===== config.mk =====
export PLATFORM = sky130hd
export DESIGN_NAME = conv_dispatch
export DESIGN_NICKNAME = d
export VERILOG_FILES = /design/src/rtl/conv_dispatch.sv
export SDC_FILE = /design/constraint.sdc
export NUM_CORES = 1
export LEC_CHECK = 0
export BUFFER_PORTS_ARGS = -buffer_cell sky130_fd_sc_hd__buf_2
export CAP_MARGIN = 0
export CORE_MARGIN = 8
export CORE_UTILIZATION = 48
export DETAILED_ROUTE_END_ITERATION = 12
export GPL_TIMING_DRIVEN = 1
export PLACE_DENSITY_LB_ADDON = 0.1
export SYNTH_ARGS = -nofsm -noshare
export SYNTH_HDL_FRONTEND = slang
export SYNTH_SLANG_ARGS = --single-unit

===== constraint.sdc =====
create_clock -name clk -period 2.88 [get_ports clk]
set_clock_uncertainty 0.2 [all_clocks]
set_input_delay 0.432 -clock clk [delete_from_list [all_inputs] [get_ports clk]]
set_output_delay 0.432 -clock clk [all_outputs]
set_load 0.01 [all_outputs]

===== src/rtl/conv_dispatch.sv =====
// Purpose : initiator side of the 3x3 conv engine handshake; builds a pixel window, kicks the engine, buffers the result.
// Latency : 9th pixel accept at cycle N -> calc_enable at N+1 when the buffer is free; result registered on calc_done.
// Backpres: pix_ready drops outside FILL; KICK stalls while the one-entry result buffer is full and not draining.
//
// Ports
//   clk, rst                 clock and synchronous active-high reset
//   pix_valid/pix_data/pix_ready   serial pixel stream, row-major window order
//   filter_load/filter_in    filter coefficients, latched only while filling
//   calc_enable              one-cycle engine start pulse
//   pixels, filter           window and latched filter presented to the engine
//   calc_done, conv          engine completion pulse and result (same cycle)
//   res_valid/res_data/res_ready   one-entry result buffer, ready/valid
//   err                      one-cycle pulse when the engine times out
`timescale 1ns/1ps
module conv_dispatch #(
  parameter int PIX_W   = 4,
  parameter int COEF_W  = 5,
  parameter int CONV_W  = 10,
  parameter int TIMEOUT = 32
) (
  input  logic                          clk,
  input  logic                          rst,
  input  logic                          pix_valid,
  input  logic [PIX_W-1:0]              pix_data,
  output logic                          pix_ready,
  input  logic                          filter_load,
  input  logic [2:0][2:0][COEF_W-1:0]   filter_in,
  output logic                          calc_enable,
  output logic [2:0][2:0][PIX_W-1:0]    pixels,
  output logic [2:0][2:0][COEF_W-1:0]   filter,
  input  logic                          calc_done,
  input  logic [CONV_W-1:0]             conv,
  output logic                          res_valid,
  output logic [CONV_W-1:0]             res_data,
  input  logic                          res_ready,
  output logic                          err
);

  localparam int TMO_W = (TIMEOUT > 2) ? $clog2(TIMEOUT) : 1;
  localparam logic [TMO_W-1:0] TMO_LAST = TMO_W'(TIMEOUT - 1);

  typedef enum logic [1:0] {
    S_FILL = 2'd0,
    S_KICK = 2'd1,
    S_WAIT = 2'd2
  } state_t;

  state_t           state;
  state_t           state_nxt;
  logic [3:0]       pix_cnt;
  logic [TMO_W-1:0] tmo_cnt;
  logic             pix_acc;
  logic             capture;
  logic [1:0]       pix_row;
  logic [1:0]       pix_col;

  // Window slot for the current pixel (pix_cnt/3, pix_cnt%3).
  always_comb begin
    pix_row = 2'd0;
    pix_col = 2'd0;
    case (pix_cnt)
      4'd0: begin pix_row = 2'd0; pix_col = 2'd0; end
      4'd1: begin pix_row = 2'd0; pix_col = 2'd1; end
      4'd2: begin pix_row = 2'd0; pix_col = 2'd2; end
      4'd3: begin pix_row = 2'd1; pix_col = 2'd0; end
      4'd4: begin pix_row = 2'd1; pix_col = 2'd1; end
      4'd5: begin pix_row = 2'd1; pix_col = 2'd2; end
      4'd6: begin pix_row = 2'd2; pix_col = 2'd0; end
      4'd7: begin pix_row = 2'd2; pix_col = 2'd1; end
      4'd8: begin pix_row = 2'd2; pix_col = 2'd2; end
      default: begin pix_row = 2'd0; pix_col = 2'd0; end
    endcase
  end

  always_ff @(posedge clk) begin
    if (rst) state <= S_FILL;
    else     state <= state_nxt;
  end

  // Strobes are gated by rst so nothing leaks out during a reset cycle,
  // even when the reset lands mid-WAIT.
  always_comb begin
    state_nxt   = state;
    pix_ready   = 1'b0;
    calc_enable = 1'b0;
    err         = 1'b0;
    pix_acc     = 1'b0;
    capture     = 1'b0;
    if (!rst) begin
      case (state)
        S_FILL: begin
          pix_ready = 1'b1;
          if (pix_valid) begin
            pix_acc = 1'b1;
            if (pix_cnt == 4'd8) state_nxt = S_KICK;
          end
        end
        S_KICK: begin
          // Start only when the result buffer is empty or drains this cycle,
          // so a capture can never overwrite an unread result.
          if (!res_valid || res_ready) begin
            calc_enable = 1'b1;
            state_nxt   = S_WAIT;
          end
        end
        S_WAIT: begin
          if (calc_done) begin
            capture   = 1'b1;
            state_nxt = S_FILL;
          end else if (tmo_cnt == TMO_LAST) begin
            err       = 1'b1;
            state_nxt = S_FILL;
          end
        end
        default: state_nxt = S_FILL;
      endcase
    end
  end

  always_ff @(posedge clk) begin
    if (rst) begin
      pix_cnt   <= 4'd0;
      tmo_cnt   <= '0;
      pixels    <= '0;
      filter    <= '0;
      res_valid <= 1'b0;
      res_data  <= '0;
    end else begin
      if (pix_acc) begin
        pixels[pix_row][pix_col] <= pix_data;
        pix_cnt <= (pix_cnt == 4'd8) ? 4'd0 : pix_cnt + 4'd1;
      end

      // The filter only moves while the engine is idle.
      if (state == S_FILL && filter_load) filter <= filter_in;

      if (calc_enable)          tmo_cnt <= '0;
      else if (state == S_WAIT) tmo_cnt <= tmo_cnt + 1'b1;

      // A capture takes priority over a simultaneous drain.
      if (capture) begin
        res_valid <= 1'b1;
        res_data  <= conv;
      end else if (res_valid && res_ready) begin
        res_valid <= 1'b0;
      end
    end
  end

endmodule


Word-level counts from Yosys, hierarchy flattened
Memory sizes are Yosys's and may differ from the RTL's. A register that Yosys moved wholly into a read port is not among the register bits.
Cells that the tools add are included.
{"block": "classes", "muxes": 31, "add_sub_neg": 2, "n_lt_le_gt_ge": 4, "reduce_logical": 10, "eq_ne": 8}
{"operator": "bitwise mux 36 bit", "count": 1}
{"operator": "demux 12 bit (select 2 bit)", "count": 1}
{"operator": "two-way mux 1 bit", "count": 17}
{"operator": "two-way mux 4 bit", "count": 4}
{"operator": "two-way mux 12 bit", "count": 1}
{"operator": "two-way mux 2 bit", "count": 5}
{"operator": "demux 4 bit (select 2 bit)", "count": 1}
{"operator": "< comparator 2 x 3 -> 1 bit (second input constant)", "count": 2}
{"operator": "inequality test 2 bit (second input constant)", "count": 3}
{"operator": "case mux 2 bit (3 select lines)", "count": 1}
{"operator": "adder 5 x 1 -> 5 bit (second input constant)", "count": 1}
{"operator": "== test 5 bit (second input constant)", "count": 1}
{"operator": "adder 4 x 1 -> 4 bit (second input constant)", "count": 1}
{"operator": "== test 4 bit (second input constant)", "count": 1}
{"operator": ">= comparator 2 x 1 -> 1 bit (second input constant)", "count": 2}
{"operator": "logical AND 1 bit", "count": 4}
{"operator": "AND reduction 4 bit", "count": 1}
{"operator": "inequality test 3 bit (second input constant)", "count": 1}
{"operator": "== test 2 x 1 -> 1 bit (second input constant)", "count": 1}
{"operator": "== test 2 bit (second input constant)", "count": 1}
{"operator": "logical NOT 2 bit", "count": 1}
{"operator": "nonzero test 2 bit", "count": 1}
{"operator": "OR reduction 2 bit", "count": 1}
{"operator": "logical NOT 1 bit", "count": 1}
{"operator": "logical OR 1 bit", "count": 1}
{"block": "totals", "in_bits": 65, "mem_count": 1, "elab_cells": 79, "register_bits": 103, "output_inout_bits": 95, "rom_bits": 64}
{"memory": "(no name shown)", "depth": 16, "word_bits": 4, "rd": 1, "rd_ports_with_merged_regs": 1, "wr": 0, "line": "61", "source": "case (pix_cnt)"}

Logic depth before layout (Yosys ltp)
{"block": "logic_depth", "depth_word": 7, "ltp_mapped": 10, "ltp_nobuf": 10}

Least setup slack after synthesis
No wires, ideal clock.
{"block": "synth_timing", "path_kind": "input to register", "start": "input port pix_valid", "end": "register pix_col[1] (netlist name)", "setup_ps": 128, "stages": 8, "arrival_time_ps": 1902, "n_path_buf": 1, "setup_slack_ps": 650, "t_required_ps": 2552, "path_cell_list": "or3b_1 buf_6 xnor2_1 or3_1 ha_1 inv_1 a2111oi_4 nand4b_1"}
{"block": "synth_between", "elab_chain_cells": 5}
{"item": "start: declaration", "line": "23", "source": "input logic pix_valid,"}
{"item": "two-way mux 1 bit", "line": "93", "source": "if (pix_valid) begin"}
{"item": "two-way mux 1 bit", "line": "90", "source": "case (state)"}
{"item": "two-way mux 1 bit", "line": "89", "source": "if (!rst) begin"}
{"item": "two-way mux 4 bit (no line) (2 in a row)"}
No other way between the ends.
A chain may end at the register's enable or synchronous reset.

Final worst setup path
{"block": "layout_timing", "start": "register state[1]", "end": "register pix_col[1] (netlist name)"}
{"block": "layout_between", "elab_chain_cells": 5}
{"item": "start: declaration", "line": "48", "source": "state_t state;"}
{"item": "start signal: assignment", "line": "77", "source": "else state <= state_nxt;"}
{"item": "logical NOT 2 bit", "line": "90"}
{"item": "two-way mux 1 bit", "line": "90"}
{"item": "two-way mux 1 bit", "line": "89"}
{"item": "two-way mux 4 bit (no line) (2 in a row)"}
No other way between the ends.

==> metrics.cfg <==
[global_route]
grt-ovfl-total = 0
track_usage = 0.1720
grt_pass1_vias = 3409
antenna_found_initial = 0
grt_pass1_wl_um = 16470
grt_max_degree = 59

[detailed_routing]
wl_um = 10470
postRouteAntennaNets = 0
drt_iter0_markers = 154
dr.pass1.iters = 4
route.detailed.drc = 0
via_per_inst = 4.948
vias = 3592
routedWlPerCell_um = 14.42

[floorplan]
die_h_um = 109.1
io_pins = 160
die_area_mm2 = 0.01190
coreArea_mm2 = 0.008551
start_util = 0.4862
die_x_um = 109.1
num_rows = 34

[min_path]
whs_path_depth = 3
hp-start = conv[1]
hold_path_class = in2reg
min_to = res_data[1]

[worst_setup_path]
cpPeakStageDelay_ns = 0.55
crit_fanout = 8
critPathLaunchType = register
reg2reg_from = state[1]
r2r_end = pix_col[1]
rrSetupSlack_ns = 0.48
path_cells = or3b_1 -> xnor2_1 -> or3_1 -> inv_1 -> ha_1 -> nor2b_1 -> nand4_1 -> nand4b_1
cp_num_buf_inv = 1
required_ns = 2.97
arrival_ns = 2.49
cp_slowest_cell = or3b_1
critPathKind = reg2reg
crit_path_end_kind = register
reg2regPathDepth = 8
cp_top_family = simple AND/OR/NAND/NOR gates

[yosys]
yosys_warnings = 0
yosys.area.top_type_share = 0.5152
synth_compound_area_frac = 0.09871
synth-adder-area-share = 0.02407
synth_area_mm2 = 0.004158
synth-edff-count = 0
syn_nets = 544
synth.area.mux_share = 0.09419
synthCells = 471
ys_types = 35
postSynth.asyncResetShare = 0
avgSynthCellArea_um2 = 8.827
seq_area_frac_synth = 0.5152
ys_top_cells_by_area = dfxtp_1, nand2_1, mux2i_1
synth_top_family_by_area = simple AND/OR/NAND/NOR gates
yosys.area_share.simple = 0.2146
synth_ff_type = dfxtp_1
synth_xor_area_frac = 0.008426
ys_ff_latch = 107
yosysTopAreaCell = dfxtp_1

[clocking]
insertion_delay_ns = 0.35
clock_sinks = 107
cts_resized = 0
clkTransAtPathRegs_ns = 0.10
post_cts_buffers = 0
cts_buffers = 9
clock_path_buffers = 2
htreeDepth = 3
root_buffer = clkbuf_8
tritoncts = yes
ctsHoldBuffers = 0

[final_layout]
regArea_mm2 = 0.002142
antenna_cells = 0
utilization = 0.6077
multiInputGateArea_mm2 = 0.001829
area_delta_synth_final_pct = 24.98
nets = 687
drive_above_1_share = 0.3010
fill_cells = 840

[pwr]
pwr-share-clk = 0.364
power.density_mw_per_mm2 = 554.8
power.internal_mw = 2.216
power_frac_comb = 0.097
ir_worst_vdd_mv = 0.2734
pwr-share-seq = 0.539
p_sw_frac = 0.2312
p_sw_uw = 666.6
leakagePower_nw = 2.580

[placed_design]
hpwl_um = 7839
place_ws_ns = 0.3694
place.port_buffers = 159
place_congestion = 0.7511

[timing]
fmax_mhz = 416.7
timing.final.crit_share = 0.8333
finalSetupTns_ns = 0
worst_slack_ns = 0.4800
worst_pin_slew_ns = 0.5976
grt_setup_unrepaired = false
finalHoldViolCount = 0
finalMaxSlewViolations = 0
setup_violations = 0
max_slew_margin = 0.6016
min_period_ns = 2.400

[flow_run]
cap_violations = 0

[status]
status = completed

-- tightest hold or removal path: stages --
cell and delay [ns]:
buf_2 0.07, nand2_1 0.04, o21ai_0 0.05
-- sequential cells by signal (all words and copies together), names as in the netlist --
name	count
filter	45
pix_cnt	4
pix_col	2
pix_row	2
pixels	36
res_data	10
res_valid	1
state	2
tmo_cnt	5
-- worst max path at each step --
| stage | depth (start not counted) | end | from | slack (ns) |
|---|---|---|---|---|
| global route | 8 | pix_col[1] | state[1] | 0.36 |
| CTS | 8 | pix_col[1] | state[1] | 0.47 |
| finish | 8 | pix_col[1] | state[1] | 0.48 |
| detailed placement | 9 | pix_col[1] | pix_valid | 0.37 |
| global placement | 8 | pix_col[1] | pix_valid | 0.44 |
| floorplan | 8 | pix_col[1] | pix_valid | 0.65 |
-- cells in the final DEF, fill, tap and decap left out --
cell / instances
o21bai_1: 2
mux2i_1: 38
xnor2_1: 2
mux2_2: 1
nor3_1: 2
nor2_1: 46
nand2_1: 121
bufinv_16: 3
ha_1: 8
nand3_1: 6
nand4b_1: 2
a2bb2oi_4: 1
dfxtp_1: 107
and2_1: 2
nor4b_1: 1
clkbuf_1: 1
buf_4: 5
o21a_1: 1
and4bb_1: 1
clkbuf_8: 9
and3_1: 2
clkinvlp_4: 1
o21ai_2: 1
inv_1: 7
a21oi_1: 52
nand2b_1: 2
buf_2: 159
nor2b_1: 8
or3b_1: 1
a2111oi_4: 1
clkinv_2: 1
a211oi_1: 2
nand4_1: 3
nor4b_2: 1
o21ai_0: 10
xor2_1: 2
or3_1: 3
and4bb_2: 3
-- power groups by stage --
stage	clock network [mW]	registers (mW)	logic [mW]
2_1_floorplan	0	1.61	0.146
3_3_place_gp	0	1.59	0.276
3_5_place_dp	0	1.59	0.281
4_1_cts	1.08	1.56	0.282
5_1_grt	1.15	1.56	0.311
6_report	1.05	1.56	0.278
-- cells in the mapped netlist (all sizes together) (3+ instances only) --
cell and instances:
a21oi 52, and4bb 4, buf 10, clkbuf 22
dfxtp 107, ha 8, inv 7, mux2i 38
nand2 121, nand3 6, nand4 3, nor2 46
nor2b 8, o21ai 11, or3 3
-- cell type report --
cell class	instances	share of cell area
clock buffer	10	0.02456
clock inverter	5	0.01974
inverter	7	0.005057
multi-input combinational	325	0.3520
sequential	107	0.4122
tap	108	0.02601
timing repair buffer	164	0.1604
-- metrics by stage --
step	hold WS, ns	power, mW	std cells	instance area (µm²)
global route	0.06186	3.022	726	5196
finish	0.06901	2.883	726	5196
floorplan	0.2406	1.753	471	4158
global placement	0.2385	1.863	711	4966
CTS	0.04996	2.917	726	5196
detailed placement	0.2435	1.871	711	4966
-- metal layers --
metal / vias up / part of all wire / global-route usage
met5: - / 0 / 0
met1: 1645 / 0.41 / 0.1991
met4: 0 / 0.011 / 0.05572
met2: 113 / 0.48 / 0.2825
li1: 1825 / - / -
met3: 9 / 0.10 / 0.07092
-- cell families (layout without fill, tap and decap cells) --
family | after synthesis | after routing
flops | 107 | 107
compound gates | 70 | 70
mux | 39 | 39
xor+xnor | 4 | 4
fa+ha+maj | 8 | 8
simple gates | 204 | 204
buf+inv | 39 | 186
No activity file was read; power rests on OpenSTA's default activity.
